## config.mk

```make
export PLATFORM = sky130hd
export DESIGN_NAME = vad_power_tx_flat
export DESIGN_NICKNAME = d
export VERILOG_FILES = /design/src/rtl/vad_power_tx_if.sv /design/src/rtl/vad_power_tx.sv /design/src/flat_wrapper.sv
export SDC_FILE = /design/constraint.sdc
export NUM_CORES = 2
export LEC_CHECK = 0
export CAP_MARGIN = 40
export CORE_UTILIZATION = 55
export CTS_BUF_LIST = sky130_fd_sc_hd__clkbuf_8
export DETAILED_ROUTE_END_ITERATION = 8
export PLACE_DENSITY = 0.72
export SYNTH_ARGS = -nofsm -noshare
export SYNTH_HDL_FRONTEND = slang
export SYNTH_SLANG_ARGS = --single-unit
```

## constraint.sdc

```tcl
create_clock -name clk -period 6.63 [get_ports clk]
set_input_delay 0.663 -clock clk [delete_from_list [all_inputs] [get_ports clk]]
set_output_delay 0.663 -clock clk [all_outputs]
set_load 0.02 [all_outputs]
```

## src/rtl/vad_power_tx_if.sv

```systemverilog
`default_nettype none
// ============================================================================
// Module      : vad_power_tx_if
// Description : Bin input handshake plus power-word / frame-strobe output
//               bundle of the voice-activity power transmitter.
// Revision    : 1.0 - initial release
// ============================================================================
interface vad_power_tx_if;
    logic               in_valid;
    logic               in_ready;
    logic signed [15:0] in_re;
    logic signed [15:0] in_im;
    logic               in_last;
    logic signed [49:0] data;
    logic               dv;
    logic               ready;
    logic               busy;

    // Producer of bins / consumer of power words
    modport master (
        output in_valid, in_re, in_im, in_last,
        input  in_ready, data, dv, ready, busy
    );

    // The transmitter itself
    modport slave (
        input  in_valid, in_re, in_im, in_last,
        output in_ready, data, dv, ready, busy
    );
endinterface
`default_nettype wire

```

## src/rtl/vad_power_tx.sv

```systemverilog
`default_nettype none
// ============================================================================
// Module      : vad_power_tx
// Description : Squares complex FFT bins into power words, buffers them in a
//               small FIFO and sends them out as dv-strobed words, followed
//               by a ready burst once per frame.
// Revision    : 1.0 - initial release
// ============================================================================
module vad_power_tx #(
    parameter int FIFO_DEPTH   = 8,
    parameter int READY_CYCLES = 4,
    parameter int GAP_CYCLES   = 2
) (
    input  logic               clk,
    input  logic               reset,
    vad_power_tx_if.slave      bus
);
    localparam int              c_PTR_W       = $clog2(FIFO_DEPTH);
    localparam int              c_CNT_W       = c_PTR_W + 1;
    localparam logic [c_CNT_W-1:0] c_ACCEPT_LIM = c_CNT_W'(FIFO_DEPTH - 2);
    localparam logic [15:0]     c_GAP_LOAD    = 16'(GAP_CYCLES - 1);
    localparam logic [15:0]     c_RDY_LOAD    = 16'(READY_CYCLES - 1);

    localparam logic [2:0] c_ST_IDLE = 3'd0;
    localparam logic [2:0] c_ST_HI   = 3'd1;
    localparam logic [2:0] c_ST_LO   = 3'd2;
    localparam logic [2:0] c_ST_GAP  = 3'd3;
    localparam logic [2:0] c_ST_RDY  = 3'd4;

    // ---------------- square pipeline ----------------
    logic signed [31:0] w_re_ext;
    logic signed [31:0] w_im_ext;
    logic signed [31:0] w_re_sq;
    logic signed [31:0] w_im_sq;
    logic               w_in_ready;
    logic               w_accept;

    logic               r_s1_valid;
    logic               r_s1_last;
    logic [31:0]        r_s1_re2;
    logic [31:0]        r_s1_im2;
    logic               r_s2_valid;
    logic               r_s2_last;
    logic [32:0]        r_s2_pow;

    assign w_re_ext = 32'(bus.in_re);
    assign w_im_ext = 32'(bus.in_im);
    assign w_re_sq  = w_re_ext * w_re_ext;
    assign w_im_sq  = w_im_ext * w_im_ext;
    assign w_accept = bus.in_valid && w_in_ready;

    // Two-stage square-and-sum pipeline; stage 2 feeds the FIFO write port
    always_ff @(posedge clk or posedge reset) begin
        if (reset) begin
            r_s1_valid <= 1'b0;
            r_s1_last  <= 1'b0;
            r_s1_re2   <= '0;
            r_s1_im2   <= '0;
            r_s2_valid <= 1'b0;
            r_s2_last  <= 1'b0;
            r_s2_pow   <= '0;
        end else begin
            r_s1_valid <= w_accept;
            r_s1_last  <= bus.in_last;
            r_s1_re2   <= w_re_sq;
            r_s1_im2   <= w_im_sq;
            r_s2_valid <= r_s1_valid;
            r_s2_last  <= r_s1_last;
            r_s2_pow   <= {1'b0, r_s1_re2} + {1'b0, r_s1_im2};
        end
    end

    // ---------------- power-word FIFO ----------------
    logic [33:0]        r_mem [FIFO_DEPTH];
    logic [c_PTR_W-1:0] r_wr_ptr;
    logic [c_PTR_W-1:0] r_rd_ptr;
    logic [c_CNT_W-1:0] r_count;
    logic               w_push;
    logic               w_pop;
    logic               w_empty;
    logic [33:0]        w_head;

    logic [2:0]         r_state;
    logic               r_last;

    assign w_push  = r_s2_valid;
    assign w_empty = (r_count == '0);
    assign w_head  = r_mem[r_rd_ptr];
    assign w_pop   = !w_empty && ((r_state == c_ST_IDLE) ||
                                  ((r_state == c_ST_LO) && !r_last));

    // Two entries stay reserved for the words already inside the pipeline
    assign w_in_ready = !reset && (r_count < c_ACCEPT_LIM);

    // FIFO storage: contents need no reset, occupancy tracks validity
    always_ff @(posedge clk) begin
        if (w_push) begin
            r_mem[r_wr_ptr] <= {r_s2_last, r_s2_pow};
        end
    end

    // FIFO pointers and occupancy; push and pop together leave count as is
    always_ff @(posedge clk or posedge reset) begin
        if (reset) begin
            r_wr_ptr <= '0;
            r_rd_ptr <= '0;
            r_count  <= '0;
        end else begin
            if (w_push) r_wr_ptr <= r_wr_ptr + 1'b1;
            if (w_pop)  r_rd_ptr <= r_rd_ptr + 1'b1;
            case ({w_push, w_pop})
                2'b10:   r_count <= r_count + 1'b1;
                2'b01:   r_count <= r_count - 1'b1;
                default: r_count <= r_count;
            endcase
        end
    end

    // ---------------- transmit FSM ----------------
    logic [32:0] r_pow;
    logic        r_dv;
    logic        r_ready;
    logic [15:0] r_tmr;

    // Word pacing (HI/LO), then the post-frame gap and ready burst
    always_ff @(posedge clk or posedge reset) begin
        if (reset) begin
            r_state <= c_ST_IDLE;
            r_pow   <= '0;
            r_last  <= 1'b0;
            r_dv    <= 1'b0;
            r_ready <= 1'b0;
            r_tmr   <= '0;
        end else begin
            case (r_state)
                c_ST_IDLE: begin
                    if (w_pop) begin
                        r_pow   <= w_head[32:0];
                        r_last  <= w_head[33];
                        r_dv    <= 1'b1;
                        r_state <= c_ST_HI;
                    end
                end
                c_ST_HI: begin
                    r_dv    <= 1'b0;
                    r_state <= c_ST_LO;
                end
                c_ST_LO: begin
                    if (r_last) begin
                        r_tmr   <= c_GAP_LOAD;
                        r_state <= c_ST_GAP;
                    end else if (w_pop) begin
                        r_pow   <= w_head[32:0];
                        r_last  <= w_head[33];
                        r_dv    <= 1'b1;
                        r_state <= c_ST_HI;
                    end else begin
                        r_state <= c_ST_IDLE;
                    end
                end
                c_ST_GAP: begin
                    if (r_tmr == '0) begin
                        r_tmr   <= c_RDY_LOAD;
                        r_ready <= 1'b1;
                        r_state <= c_ST_RDY;
                    end else begin
                        r_tmr <= r_tmr - 1'b1;
                    end
                end
                c_ST_RDY: begin
                    if (r_tmr == '0) begin
                        r_ready <= 1'b0;
                        r_state <= c_ST_IDLE;
                    end else begin
                        r_tmr <= r_tmr - 1'b1;
                    end
                end
                default: begin
                    r_dv    <= 1'b0;
                    r_ready <= 1'b0;
                    r_state <= c_ST_IDLE;
                end
            endcase
        end
    end

    assign bus.in_ready = w_in_ready;
    assign bus.data     = {17'b0, r_pow};
    assign bus.dv       = r_dv;
    assign bus.ready    = r_ready;
    assign bus.busy     = (r_state != c_ST_IDLE) || !w_empty;

endmodule
`default_nettype wire

```

## src/flat_wrapper.sv

```systemverilog
// flat-port wrapper written by rule: the top's interface ports become plain ports
module vad_power_tx_flat 
#(
    parameter int FIFO_DEPTH   = 8,
    parameter int READY_CYCLES = 4,
    parameter int GAP_CYCLES   = 2
)
  (clk, reset, bus_in_valid, bus_in_re, bus_in_im, bus_in_last, bus_in_ready, bus_data, bus_dv, bus_ready, bus_busy);
  vad_power_tx_if bus_i ();
  input  logic clk;
  input  logic reset;
  input wire logic [$bits(bus_i.in_valid)-1:0] bus_in_valid;
  input wire logic [$bits(bus_i.in_re)-1:0] bus_in_re;
  input wire logic [$bits(bus_i.in_im)-1:0] bus_in_im;
  input wire logic [$bits(bus_i.in_last)-1:0] bus_in_last;
  output wire logic [$bits(bus_i.in_ready)-1:0] bus_in_ready;
  output wire logic [$bits(bus_i.data)-1:0] bus_data;
  output wire logic [$bits(bus_i.dv)-1:0] bus_dv;
  output wire logic [$bits(bus_i.ready)-1:0] bus_ready;
  output wire logic [$bits(bus_i.busy)-1:0] bus_busy;
  assign bus_i.in_valid = bus_in_valid;
  assign bus_i.in_re = bus_in_re;
  assign bus_i.in_im = bus_in_im;
  assign bus_i.in_last = bus_in_last;
  assign bus_in_ready = bus_i.in_ready;
  assign bus_data = bus_i.data;
  assign bus_dv = bus_i.dv;
  assign bus_ready = bus_i.ready;
  assign bus_busy = bus_i.busy;
  vad_power_tx #(.FIFO_DEPTH(FIFO_DEPTH), .READY_CYCLES(READY_CYCLES), .GAP_CYCLES(GAP_CYCLES)) u_core (.clk(clk), .reset(reset), .bus(bus_i));
endmodule
```

After elaboration in Yosys (flattened, before gate mapping)
Memories as Yosys holds them, arrays and structs flattened.
Index checks and enable logic that the tools add are counted.
{"block": "totals", "ff_bits": 166, "ramBits": 272, "input_bits": 36, "out_inout_bits": 54, "word_cells": 90, "n_memories": 1}
{"block": "op_classes", "add_sub_neg": 6, "multipliers": 2, "n_lt_le_gt_ge": 1, "n_eq_ne": 12, "n_mux": 26, "n_bitwise": 2, "n_reduce_logical": 24}
{"memory": "u_core.r_mem", "depth": 8, "width": 34, "read_ports": 1, "rd_clocked_by_memory_dff": 0, "write_ports": 1, "line_no": "vad_power_tx.sv:74", "source": "logic [33:0] r_mem [FIFO_DEPTH];"}
{"operator": "$mux W33", "count": 2}
{"operator": "$pmux W33 S2", "count": 1}
{"operator": "$mul A16 B16 Y32", "count": 2}
{"operator": "$mux W16", "count": 3}
{"operator": "$pmux W16 S3", "count": 1}
{"operator": "$add A32 B32 Y33", "count": 1}
{"operator": "$logic_not A16 Y1", "count": 1}
{"operator": "$sub A16 B1 Y16 const B", "count": 1}
{"operator": "$pmux W3 S5", "count": 1}
{"operator": "$mux W3", "count": 4}
{"operator": "$mux W1", "count": 10}
{"operator": "$reduce_and A3 Y1", "count": 3}
{"operator": "$ne A2 B1 Y1 const B", "count": 4}
{"operator": "$pmux W4 S2", "count": 1}
{"operator": "$add A3 B1 Y3 const B", "count": 2}
{"operator": "$eq A3 B2 Y1 const B", "count": 2}
{"operator": "$pmux W1 S3", "count": 2}
{"operator": "$reduce_and A2 Y1", "count": 3}
{"operator": "$reduce_bool A3 Y1", "count": 2}
{"operator": "$add A4 B1 Y4 const B", "count": 1}
{"operator": "$logic_and A1 B1 Y1", "count": 4}
{"operator": "$logic_not A4 Y1", "count": 1}
{"operator": "$lt A4 B3 Y1 const B", "count": 1}
{"operator": "$ne A2 B2 Y1 const B", "count": 2}
{"operator": "other kinds (13)", "count": 18}

Depth between registers and ports, before layout
{"block": "depth", "word_depth": 7, "mapped_depth": 25}

Worst setup path after synthesis
Ideal clock, no wire load.
{"block": "synth_path", "kind": "input to register", "startpoint": "input port bus_in_im[1]", "endpoint": "register u_core.r_s1_im2[31]", "setup_ps": 130, "arrival_time_ps": 6286, "setup_slack_ps": 214, "path_stages": 22, "n_path_buf": 2, "path_cell_list": "clkbuf_1 -> clkbuf_1 -> nand2_1 -> fa_1 -> fa_1 -> fa_1 -> inv_1 -> fa_1 -> fa_1 -> inv_1 -> fa_1 -> inv_1 -> ha_1 -> and3_1 -> a211oi_1 -> o221a_2 -> a2111oi_0 -> or3_1 -> nand2_1 -> o2111ai_1 -> o31ai_1 -> xnor2_1"}
{"block": "synth_via", "elab_chain_cells": 1}
{"item": "start: declaration", "line_no": "flat_wrapper.sv:14", "source": "input wire logic [$bits(bus_i.in_im)-1:0] bus_in_im;"}
{"item": "$mul A16 B16 Y32", "line_no": "vad_power_tx.sv:49", "source": "assign w_im_sq = w_im_ext * w_im_ext;"}
{"item": "via u_core.w_im_sq[31]", "line_no": "vad_power_tx.sv:34", "source": "logic signed [31:0] w_im_sq;"}
{"item": "end signal: assignment", "line_no": "vad_power_tx.sv:66", "source": "r_s1_im2 <= w_im_sq;"}
{"item": "end: declaration", "line_no": "vad_power_tx.sv:41", "source": "logic [31:0] r_s1_im2;"}
The timed path passes the listed nets, and every way through them passes these cells.
A chain may end at the register's enable or synchronous reset.

Worst setup path after layout
{"block": "layout_path", "startpoint": "input port bus_in_im[10]", "endpoint": "register u_core.r_s1_im2[31]"}
Same word-level chain as after synthesis.

==> metrics.yaml <==
final_layout:
  fin_area_um2: 39200
  area_delta_synth_final_pct: 13.4
  nets: 3945
  drive_above_1_share_pct: 13.3
  fin_cells: 4113
clock_tree:
  clock_path_buffers: 3
  cts_max_level: 3
  path_clk_slew_ns: 0.06
  cts_tree: "done"
  ctsHoldBuffers: 0
  cts_buffers: 67
  ctsRootBufferMaster: "clkbuf_8"
  insertion_delay_ns: 0.62
  cts_sinks: 436
run:
  maxCapViolCount: 0
synthesis:
  yosysMostFrequentCell: "inv_1"
  synth_area_leaders: "fa_1 (27%), edfxtp_1 (24%), dfrtp_1 (12%)"
  synth_top_flop_cell: "edfxtp_1"
  ys_warn_count: 0
  yosys.area.top_type: "fa_1"
  synth_common_cells: "inv_1 (656), fa_1 (469), edfxtp_1 (272), nand2_1 (222), ha_1 (219)"
  ys_ff_latch: 436
  netlist.area_leader.share_pct: 27.1
  synth_area_um2: 34600
  ys_seq_area_share_pct: 35.5
  postSynthCellCount: 2920
  syn_area_per_cell_um2: 11.9
  synth_cell_types: 69
  async_reset_ff_share_pct: 37.6
  synth_edf_count: 272
global_routing:
  grtUsageTotal_pct: 23.4
  grt_overflow: 0
  grt_pass1_wl_um: 117000
  antenna_found_initial: 1
  grt_pass1_vias: 23400
  grt_start_max_net_pins: 70
floorplanning:
  die_y_um: 253
  initial_utilization_pct: 55.9
  die-area_um2: 63900
  boundaryPins: 90
  die_x_um: 253
  core-area_um2: 61900
  std_cell_rows: 91
timing:
  fin_crit_sh_pct: 95.4
  hold_viol: 0
  setup_viol: 0
  fin_skew_ns: 0.0358
  tightest_slew_ns: 0.822
  rsz0062_at_grt: "false"
  worst_hold_slack_ns: 0.355
  slew_headroom_pct: 45.1
  period_needed_ns: 6.32
  setup_slack_ns: 0.306
  slew_violations: 0
  fmax_ghz: 0.158
worst_setup_path:
  cp-end-kind: "flop"
  worstReg2RegEnd: "u_core.r_s2_pow[31]"
  crit_family: "adder cells"
  crit_buf_inv: 5
  crit_fanout: 4
  cpPeakStageDelay_ns: 0.57
  reg2reg_slack_ns: 3.64
  worstPathCellList: "clkdlybuf4s50_1, nand2_1, fa_1, fa_1, fa_1, inv_1, fa_1, fa_1, inv_1, fa_1, inv_1, ha_1, and3_1, a211oi_1, o221a_2, a2111oi_2, buf_4, or3_1, nand2_1, o2111ai_1, o31ai_1, xnor2_1"
  required_ns: 7.12
  slowest_stage: "clkdlybuf4s50_1"
  r2r.worst_path.cells: 10
  start_kind: "primary input"
  cp_common_cell: "fa_1"
  path_class: "primary input to flop"
  reg2reg_from: "u_core.r_s1_im2[16]"
  cp_data_arrival_time_ns: 6.82
  critPathLaunch: "bus_in_im[10]"
outcome:
  status: "finished, final reports clean"
min_path:
  holdPathEnd: "u_core.r_s2_last"
  holdPathStages: 0
  min_from: "u_core.r_s1_last"
  min_path_type: "flop to flop"
drt:
  route.detailed.drc: 0
  dr.pass1.iters: 6
  wl_per_cell_um: 17.1
  drtAntennaViolNets: 0
  wl_um: 70200
  drt_iter0_markers: 1127
  vias: 21300
  vias_per_cell: 5.17
placement:
  dp_hpwl_um: 55900
  dp.cells: 3989
  post-place-ws_ns: -0.405
  routabilityCongestion: 0.893
  port_buffers: 72
  placed_cell_area_um2: 38000
[layer usage]
layer | track usage [%] | wire length [um]
met5 | 0 | 0
met4 | 6.41 | 1470
met3 | 2.56 | 2320
met2 | 42.6 | 37300
met1 | 29.4 | 29100
[worst max path at each step]
stage / to / slack [ns] / cells past startpoint
2_1_floorplan: u_core.r_s1_im2[31] / 0.21 / 22
3_3_place_gp: u_core.r_s1_im2[31] / -0.28 / 25
3_5_place_dp: u_core.r_s1_im2[29] / -0.40 / 25
4_1_cts: u_core.r_s1_im2[31] / 0.24 / 25
5_1_grt: u_core.r_s1_im2[31] / 0.005 / 26
6_report: u_core.r_s1_im2[31] / 0.31 / 22
[worst register-to-register path, stage by stage, from the launching register on]
cell	delay, ns
dfrtp_1	0.38
ha_1	0.38
and3_1	0.22
and2_1	0.16
a221oi_2	0.27
nand3_2	0.18
a221oi_4	0.37
o211ai_1	0.20
a21o_1	0.22
o31a_1	0.26
xor2_1	0.24
[registers in the layout (all words and copies together) (netlist names), 3 cells and up]
signal,flops
u_core.r_s1_im2,31
u_core.r_pow,33
u_core.r_count,4
u_core.r_wr_ptr,3
u_core.r_s2_pow,33
u_core.r_rd_ptr,3
u_core.r_s1_re2,31
u_core.r_mem,272
u_core.r_tmr,16
u_core.r_state,3
[cell type report]
cell class / instances / area, um2
Fill cell: 4781 / 22700
Clock inverter: 51 / 275
Multi-Input combinational cell: 1745 / 19600
Antenna cell: 1 / 2.50
Clock buffer: 72 / 991
Timing Repair Buffer: 314 / 2610
Sequential cell: 436 / 12300
Inverter: 657 / 2470
Tap cell: 837 / 1050
[through the flow]
stage               util [%]  setup TNS [ns]
floorplan                  -               0
global placement        61.1           -1.32
detailed placement      61.3           -2.92
CTS                     63.3               0
global route            63.4               0
finish                  63.4               0
[repair_timing]
item	4_1_cts	5_1_grt
setup buffers	0	0
endpoints found under the setup margin	0	4
gates resized for setup	0	5
[placed cells by master (no fill, tap or decap), drive strengths merged, types with 69 or more instances in the layout]
master	n
ha	219
a21oi	69
inv	684
fa	469
clkbuf	72
edfxtp	272
and2	73
clkdlybuf4s50	72
xnor2	102
buf	242
dfrtp	164
o21ai	84
nand2	223
nor2	111
[logic make-up (layout without fill, tap and decap cells)]
logic type	after synthesis	after routing	share of synthesized area [%]
adders and majority gates	688	688	35.0
xor gates and xnor gates	138	138	3.49
AOI/OAI and AO/OA	272	272	5.04
muxes	107	107	5.56
buffers and inverters	755	1094	8.39
other	1	18	0.0108
and+or+nand+nor	523	523	7.01
DFF	436	436	35.5
Power is left out: the tool's default activity adds up to more than one toggle a clock period on the data nets, which glitch-free logic cannot reach.
